File: config.mk
export PLATFORM = sky130hd
export DESIGN_NAME = irq_service_responder
export DESIGN_NICKNAME = d
export VERILOG_FILES = /design/src/rtl/irq_service_responder.sv
export SDC_FILE = /design/constraint.sdc
export NUM_CORES = 1
export LEC_CHECK = 0
export ABC_AREA = 1
export CAP_MARGIN = 20
export CELL_PAD_IN_SITES_DETAIL_PLACEMENT = 1
export CELL_PAD_IN_SITES_GLOBAL_PLACEMENT = 1
export CORE_MARGIN = 3
export CORE_UTILIZATION = 30
export CTS_CLUSTER_SIZE = 24
export DETAILED_ROUTE_END_ITERATION = 8
export MAX_ROUTING_LAYER = met4
export PLACE_DENSITY = 0.77
export SETUP_SLACK_MARGIN = 0.02
export SLEW_MARGIN = 5
export SYNTH_ARGS = -nofsm -noshare
export SYNTH_HDL_FRONTEND = slang
export SYNTH_SLANG_ARGS = --single-unit
File: constraint.sdc
create_clock -name clk -period 1.1 [get_ports clk]
set_input_delay 0.22 -clock clk [delete_from_list [all_inputs] [get_ports clk]]
set_output_delay 0.22 -clock clk [all_outputs]
set_load 0.1 [all_outputs]
File: src/rtl/irq_service_responder.sv
// Peripheral/CPU-side partner of the 4-line interrupt controller: latches event edges into
// pending requests, hands the granted vector to the CPU and acknowledges the peripheral after EOI.
module irq_service_responder #(
    parameter int NUM_IRQ = 4,
    parameter int VEC_W   = 2,
    parameter int TIMEOUT = 16,
    parameter int CNT_W   = 5
) (
    input  logic               clk,
    input  logic               rst,
    input  logic [NUM_IRQ-1:0] event_in,
    output logic [NUM_IRQ-1:0] req_out,
    input  logic [NUM_IRQ-1:0] grant_in,
    output logic               vec_valid,
    output logic [VEC_W-1:0]   vec_id,
    input  logic               vec_ready,
    input  logic               eoi,
    output logic [NUM_IRQ-1:0] ack_pulse,
    output logic               busy,
    output logic [NUM_IRQ-1:0] overflow,
    output logic               timeout_err
);

    typedef enum logic [1:0] {
        ST_IDLE    = 2'd0,
        ST_PRESENT = 2'd1,
        ST_SERVICE = 2'd2,
        ST_CLEAR   = 2'd3
    } state_t;

    localparam logic [NUM_IRQ-1:0] ZERO_V     = {NUM_IRQ{1'b0}};
    localparam logic [NUM_IRQ-1:0] ONE_V      = {{(NUM_IRQ-1){1'b0}}, 1'b1};
    localparam logic [CNT_W-1:0]   ZERO_CNT   = {CNT_W{1'b0}};
    localparam logic [CNT_W-1:0]   ONE_CNT    = {{(CNT_W-1){1'b0}}, 1'b1};
    localparam logic [CNT_W-1:0]   TMO_LAST   = CNT_W'(TIMEOUT - 1);

    function automatic logic is_one_hot(input logic [NUM_IRQ-1:0] v);
        return (v != ZERO_V) && ((v & (v - ONE_V)) == ZERO_V);
    endfunction

    function automatic logic [VEC_W-1:0] encode_id(input logic [NUM_IRQ-1:0] v);
        logic [VEC_W-1:0] id;
        id = {VEC_W{1'b0}};
        for (int i = 0; i < NUM_IRQ; i++) begin
            if (v[i]) begin
                id = VEC_W'(i);
            end else begin
                id = id;
            end
        end
        return id;
    endfunction

    function automatic logic [NUM_IRQ-1:0] decode_id(input logic [VEC_W-1:0] id);
        logic [NUM_IRQ-1:0] m;
        m = ZERO_V;
        m[id] = 1'b1;
        return m;
    endfunction

    state_t             state_r, state_nxt_s;
    logic [NUM_IRQ-1:0] prev_r, rise_s;
    logic [NUM_IRQ-1:0] req_r, req_nxt_s, clr_mask_s;
    logic [NUM_IRQ-1:0] ovf_r, ovf_set_s;
    logic [NUM_IRQ-1:0] ack_r, ack_nxt_s;
    logic               vec_valid_r, vec_valid_nxt_s;
    logic [VEC_W-1:0]   vec_id_r, vec_id_nxt_s;
    logic [CNT_W-1:0]   cnt_r, cnt_nxt_s;
    logic               tmo_r, tmo_nxt_s;
    logic               busy_r;

    assign rise_s = event_in & ~prev_r;

    // Next-state and next-output logic; vec_id_r doubles as the latched service index.
    always_comb begin
        state_nxt_s     = state_r;
        vec_valid_nxt_s = vec_valid_r;
        vec_id_nxt_s    = vec_id_r;
        cnt_nxt_s       = cnt_r;
        tmo_nxt_s       = 1'b0;
        ack_nxt_s       = ZERO_V;
        clr_mask_s      = ZERO_V;
        ovf_set_s       = rise_s & req_r;
        case (state_r)
            ST_IDLE: begin
                if (is_one_hot(grant_in) && ((grant_in & req_r) != ZERO_V)) begin
                    state_nxt_s     = ST_PRESENT;
                    vec_valid_nxt_s = 1'b1;
                    vec_id_nxt_s    = encode_id(grant_in);
                    cnt_nxt_s       = ZERO_CNT;
                end else begin
                    state_nxt_s = ST_IDLE;
                end
            end
            ST_PRESENT: begin
                if (vec_ready) begin
                    state_nxt_s     = ST_SERVICE;
                    vec_valid_nxt_s = 1'b0;
                    cnt_nxt_s       = ZERO_CNT;
                end else if (cnt_r == TMO_LAST) begin
                    // Request stays pending so the controller re-arbitrates it.
                    state_nxt_s     = ST_IDLE;
                    vec_valid_nxt_s = 1'b0;
                    tmo_nxt_s       = 1'b1;
                    cnt_nxt_s       = ZERO_CNT;
                end else begin
                    cnt_nxt_s = cnt_r + ONE_CNT;
                end
            end
            ST_SERVICE: begin
                if (eoi) begin
                    state_nxt_s = ST_CLEAR;
                end else begin
                    state_nxt_s = ST_SERVICE;
                end
            end
            ST_CLEAR: begin
                // A fresh rise on the serviced channel re-arms it without flagging overflow.
                clr_mask_s  = decode_id(vec_id_r);
                ack_nxt_s   = clr_mask_s;
                ovf_set_s   = rise_s & req_r & ~clr_mask_s;
                state_nxt_s = ST_IDLE;
            end
            default: begin
                state_nxt_s     = ST_IDLE;
                vec_valid_nxt_s = 1'b0;
                cnt_nxt_s       = ZERO_CNT;
            end
        endcase
        req_nxt_s = (req_r & ~clr_mask_s) | rise_s;
    end

    // State and output registers with synchronous reset.
    always_ff @(posedge clk) begin
        if (rst) begin
            state_r     <= ST_IDLE;
            prev_r      <= ZERO_V;
            req_r       <= ZERO_V;
            ovf_r       <= ZERO_V;
            ack_r       <= ZERO_V;
            vec_valid_r <= 1'b0;
            vec_id_r    <= {VEC_W{1'b0}};
            cnt_r       <= ZERO_CNT;
            tmo_r       <= 1'b0;
            busy_r      <= 1'b0;
        end else begin
            state_r     <= state_nxt_s;
            prev_r      <= event_in;
            req_r       <= req_nxt_s;
            ovf_r       <= ovf_r | ovf_set_s;
            ack_r       <= ack_nxt_s;
            vec_valid_r <= vec_valid_nxt_s;
            vec_id_r    <= vec_id_nxt_s;
            cnt_r       <= cnt_nxt_s;
            tmo_r       <= tmo_nxt_s;
            busy_r      <= (state_nxt_s != ST_IDLE);
        end
    end

    assign req_out     = req_r;
    assign vec_valid   = vec_valid_r;
    assign vec_id      = vec_id_r;
    assign ack_pulse   = ack_r;
    assign busy        = busy_r;
    assign overflow    = ovf_r;
    assign timeout_err = tmo_r;

endmodule

==> results.toml <==
[route]
firstDrtPassIters = 4
ant_nets = 0
vias = 1301
wl_um = 4810
viasPerCell = 4.91
route.detailed.drc = 0
drt_iter0_drc = 41
wl_per_cell_um = 18.1

[setup_path]
cp_max_fo = 3
crit_arrival_ps = 1510
critical_path_required_ps = 1260
path_common_cell = "nand2_1"
cp_slowest_stage_delay_ps = 370
r2r_slack_ps = -250
cp-start-kind = "flop"
path_buf_inv = 1
cp-end-kind = "flop"
crit_type = "flop to flop"
critPathTopFamily = "simple AND/OR/NAND/NOR gates"
cp_cell_sequence = "ha_4 -> nand3_4 -> nor2_4 -> inv_2 -> a32oi_2 -> nand2_1 -> nand2_1 -> nand2_1"
critical_path.slowest_cell = "dfxtp_2"

[min_path]
hp-class = "flop to flop"

[pwr]
p_switching_uw = 884
switching_share_pct = 33.8
p_int_uw = 1730
ir_drop_mv = 0.567
finalPower_uw = 2620
seqPwrFrac_pct = 42.7
clkPwrFrac_pct = 24.3
p_leak_uw = 0.000987
p_per_area_nw_per_um2 = 1170
power_frac_comb_pct = 32.9

[synthesis]
syn-num-nets = 160
synth_top_area_share_pct = 50.9
yosys.cell_count.top_type = "nand2_1"
synth_area_leader_cell = "dfxtp_1"
synth_edf_count = 0
yosysSeqAreaShare_pct = 50.9
synth.avg_cell_area_um2 = 7.50
ys_ff_latch = 28
ys_types = 23
yosys-top-cells-count = "nand2_1 (29), dfxtp_1 (28), nor2_1 (25), inv_1 (20), a21oi_1 (10)"
synth_flop_cell = "dfxtp_1"
yosysWarnings = 0
mappedNetlistArea_um2 = 1100
ys_top_cells_by_area = "dfxtp_1 (51%), nand2_1 (9.9%), nor2_1 (8.5%)"
async_reset_ff_share_pct = 0
synthCells = 147

[place]
gp_congestion = 0.789
hpwl_um = 2760
port_buffers = 28
dp_slack_ps = -599

[timing]
clock_skew_ps = 1.93
period_needed_ps = 1350
slew_headroom_pct = 84.1
period_share_pct = 123
max_clock_freq_mhz = 741
rsz0062_at_grt = "yes"
worst_slack_ps = -250
setup_viol = 15
worstMarginPinSlew_ps = 237
drv_slew = 0
hold_viol = 0
fin_hold_ws_ps = 519

[grt]
gr-max-usage-layer = "met2"
grt_pass1_wl_um = 6830
grt_use_met3_pct = 3.20
antenna_found_initial = 0
grt_max_degree = 16
grt_overflow = 0
use_met2_pct = 39.9
grt_use_total_pct = 20.9
grt_pass1_vias = 1432
grtUsageMet1_pct = 20.3

[status]
violations = "negative setup slack"
status = "complete, but fails checks"

[floorplanning]
dieArea_um2 = 4440
core_area_um2 = 3440
initial_core_util_pct = 32.0
die_w_um = 66.6
die_y_um = 66.6
io_pins = 29
rows = 21

[final_layout]
final_layout_size_suffix_gt1_share_pct = 58.9
final_util_pct = 65.1
n_antenna_cell = 0
areaGrowthSynthToFinish_pct = 103
layout.nets = 233

[clock_network]
numClockSinks = 28
root_buffer = "clkbuf_8"
hold_buffers = 0
cts_inserted_buffers = 3
cts_tree = "done"
clk_transition_reported_paths_ps = 90
htreeDepth = 1
clock_latency_ps = 270
clock_path_buffers = 2

[run]
cap_violations = 0
## worst register-to-register path, cell delays in order (launching register included)
cell	delay, ps
dfxtp_2	370
ha_4	150
nand3_4	90
nor2_4	100
inv_2	60
a32oi_2	200
nand2_1	100
nand2_1	100
nand2_1	70
## path summary, 6_finish.rpt
kind / to / depth (start not counted) / startpoint
worst max-delay path: busy$_SDFF_PP0_ / 8 / cnt_r[1]$_SDFFE_PP0P_
worst max register to register: busy$_SDFF_PP0_ / 8 / cnt_r[1]$_SDFFE_PP0P_
worst min register to register: overflow[1]$_SDFF_PP0_ / 2 / overflow[1]$_SDFF_PP0_
worst min-delay path: overflow[1]$_SDFF_PP0_ / 2 / overflow[1]$_SDFF_PP0_
## final cells by class
type	count	area, um^2
clock buffers	4	55.1
inverters	22	85.1
flip-flops and latches	28	609
multi-input cells	95	643
repair buffers	70	790
fillers	394	1200
well taps	46	57.6
## through the flow
step / area (um^2) / instances / TNS, ps
detailed placement: 1850 / 244 / -7170
global route: 2240 / 265 / -3290
global placement: 1850 / 244 / -5660
CTS: 2060 / 258 / -830
finish: 2240 / 265 / -2230
floorplan: 1160 / 147 / -314
## cell families after synthesis
| group | share of synthesized area [%] |
|---|---|
| AOI/OAI and AO/OA | 10.4 |
| xor gates and xnor gates | 0.795 |
| adders and majority gates | 1.13 |
| buffers and inverters | 8.28 |
| DFF | 50.9 |
| and+or+nand+nor | 28.5 |
## registers in the layout (all words and copies together) (netlist names)
name,count
ack_pulse,4
busy,1
vec_valid,1
overflow,4
vec_id,2
prev_r,4
state_r,2
timeout_err,1
req_out,4
cnt_r,5
## placed cells by master, fill, tap and decap left out, drive strengths merged, types with 3 or more instances in the layout
cell           instances
a21oi                 10
buf                   59
clkbuf                 4
clkdlybuf4s50          7
dfxtp                 28
inv                   21
nand2                 32
nand3                  8
nor2                  26
o21ai                  8
or2                    3
## what timing repair did
| item | CTS | global route |
|---|---|---|
| gates resized for setup | 36 | 33 |
| pin swaps | 5 | 2 |
| buffers inserted | 10 | 10 |
| endpoints found under the setup margin | 21 | 25 |
## layer usage
metal	up-vias	part of all wire, %
li1	604	-
met1	630	35
met2	45	55
met3	22	3.9
met4	0	5.2
met5	-	0
## power groups by stage
| stage | clock network [uW] | logic, uW | registers, uW |
|---|---|---|---|
| global route | 698 | 910 | 1120 |
| CTS | 653 | 755 | 1120 |
| finish | 637 | 862 | 1120 |
| detailed placement | 0 | 688 | 1130 |
| floorplan | 0 | 150 | 1350 |
| global placement | 0 | 662 | 1130 |
Power figures use the tool's default switching activity.
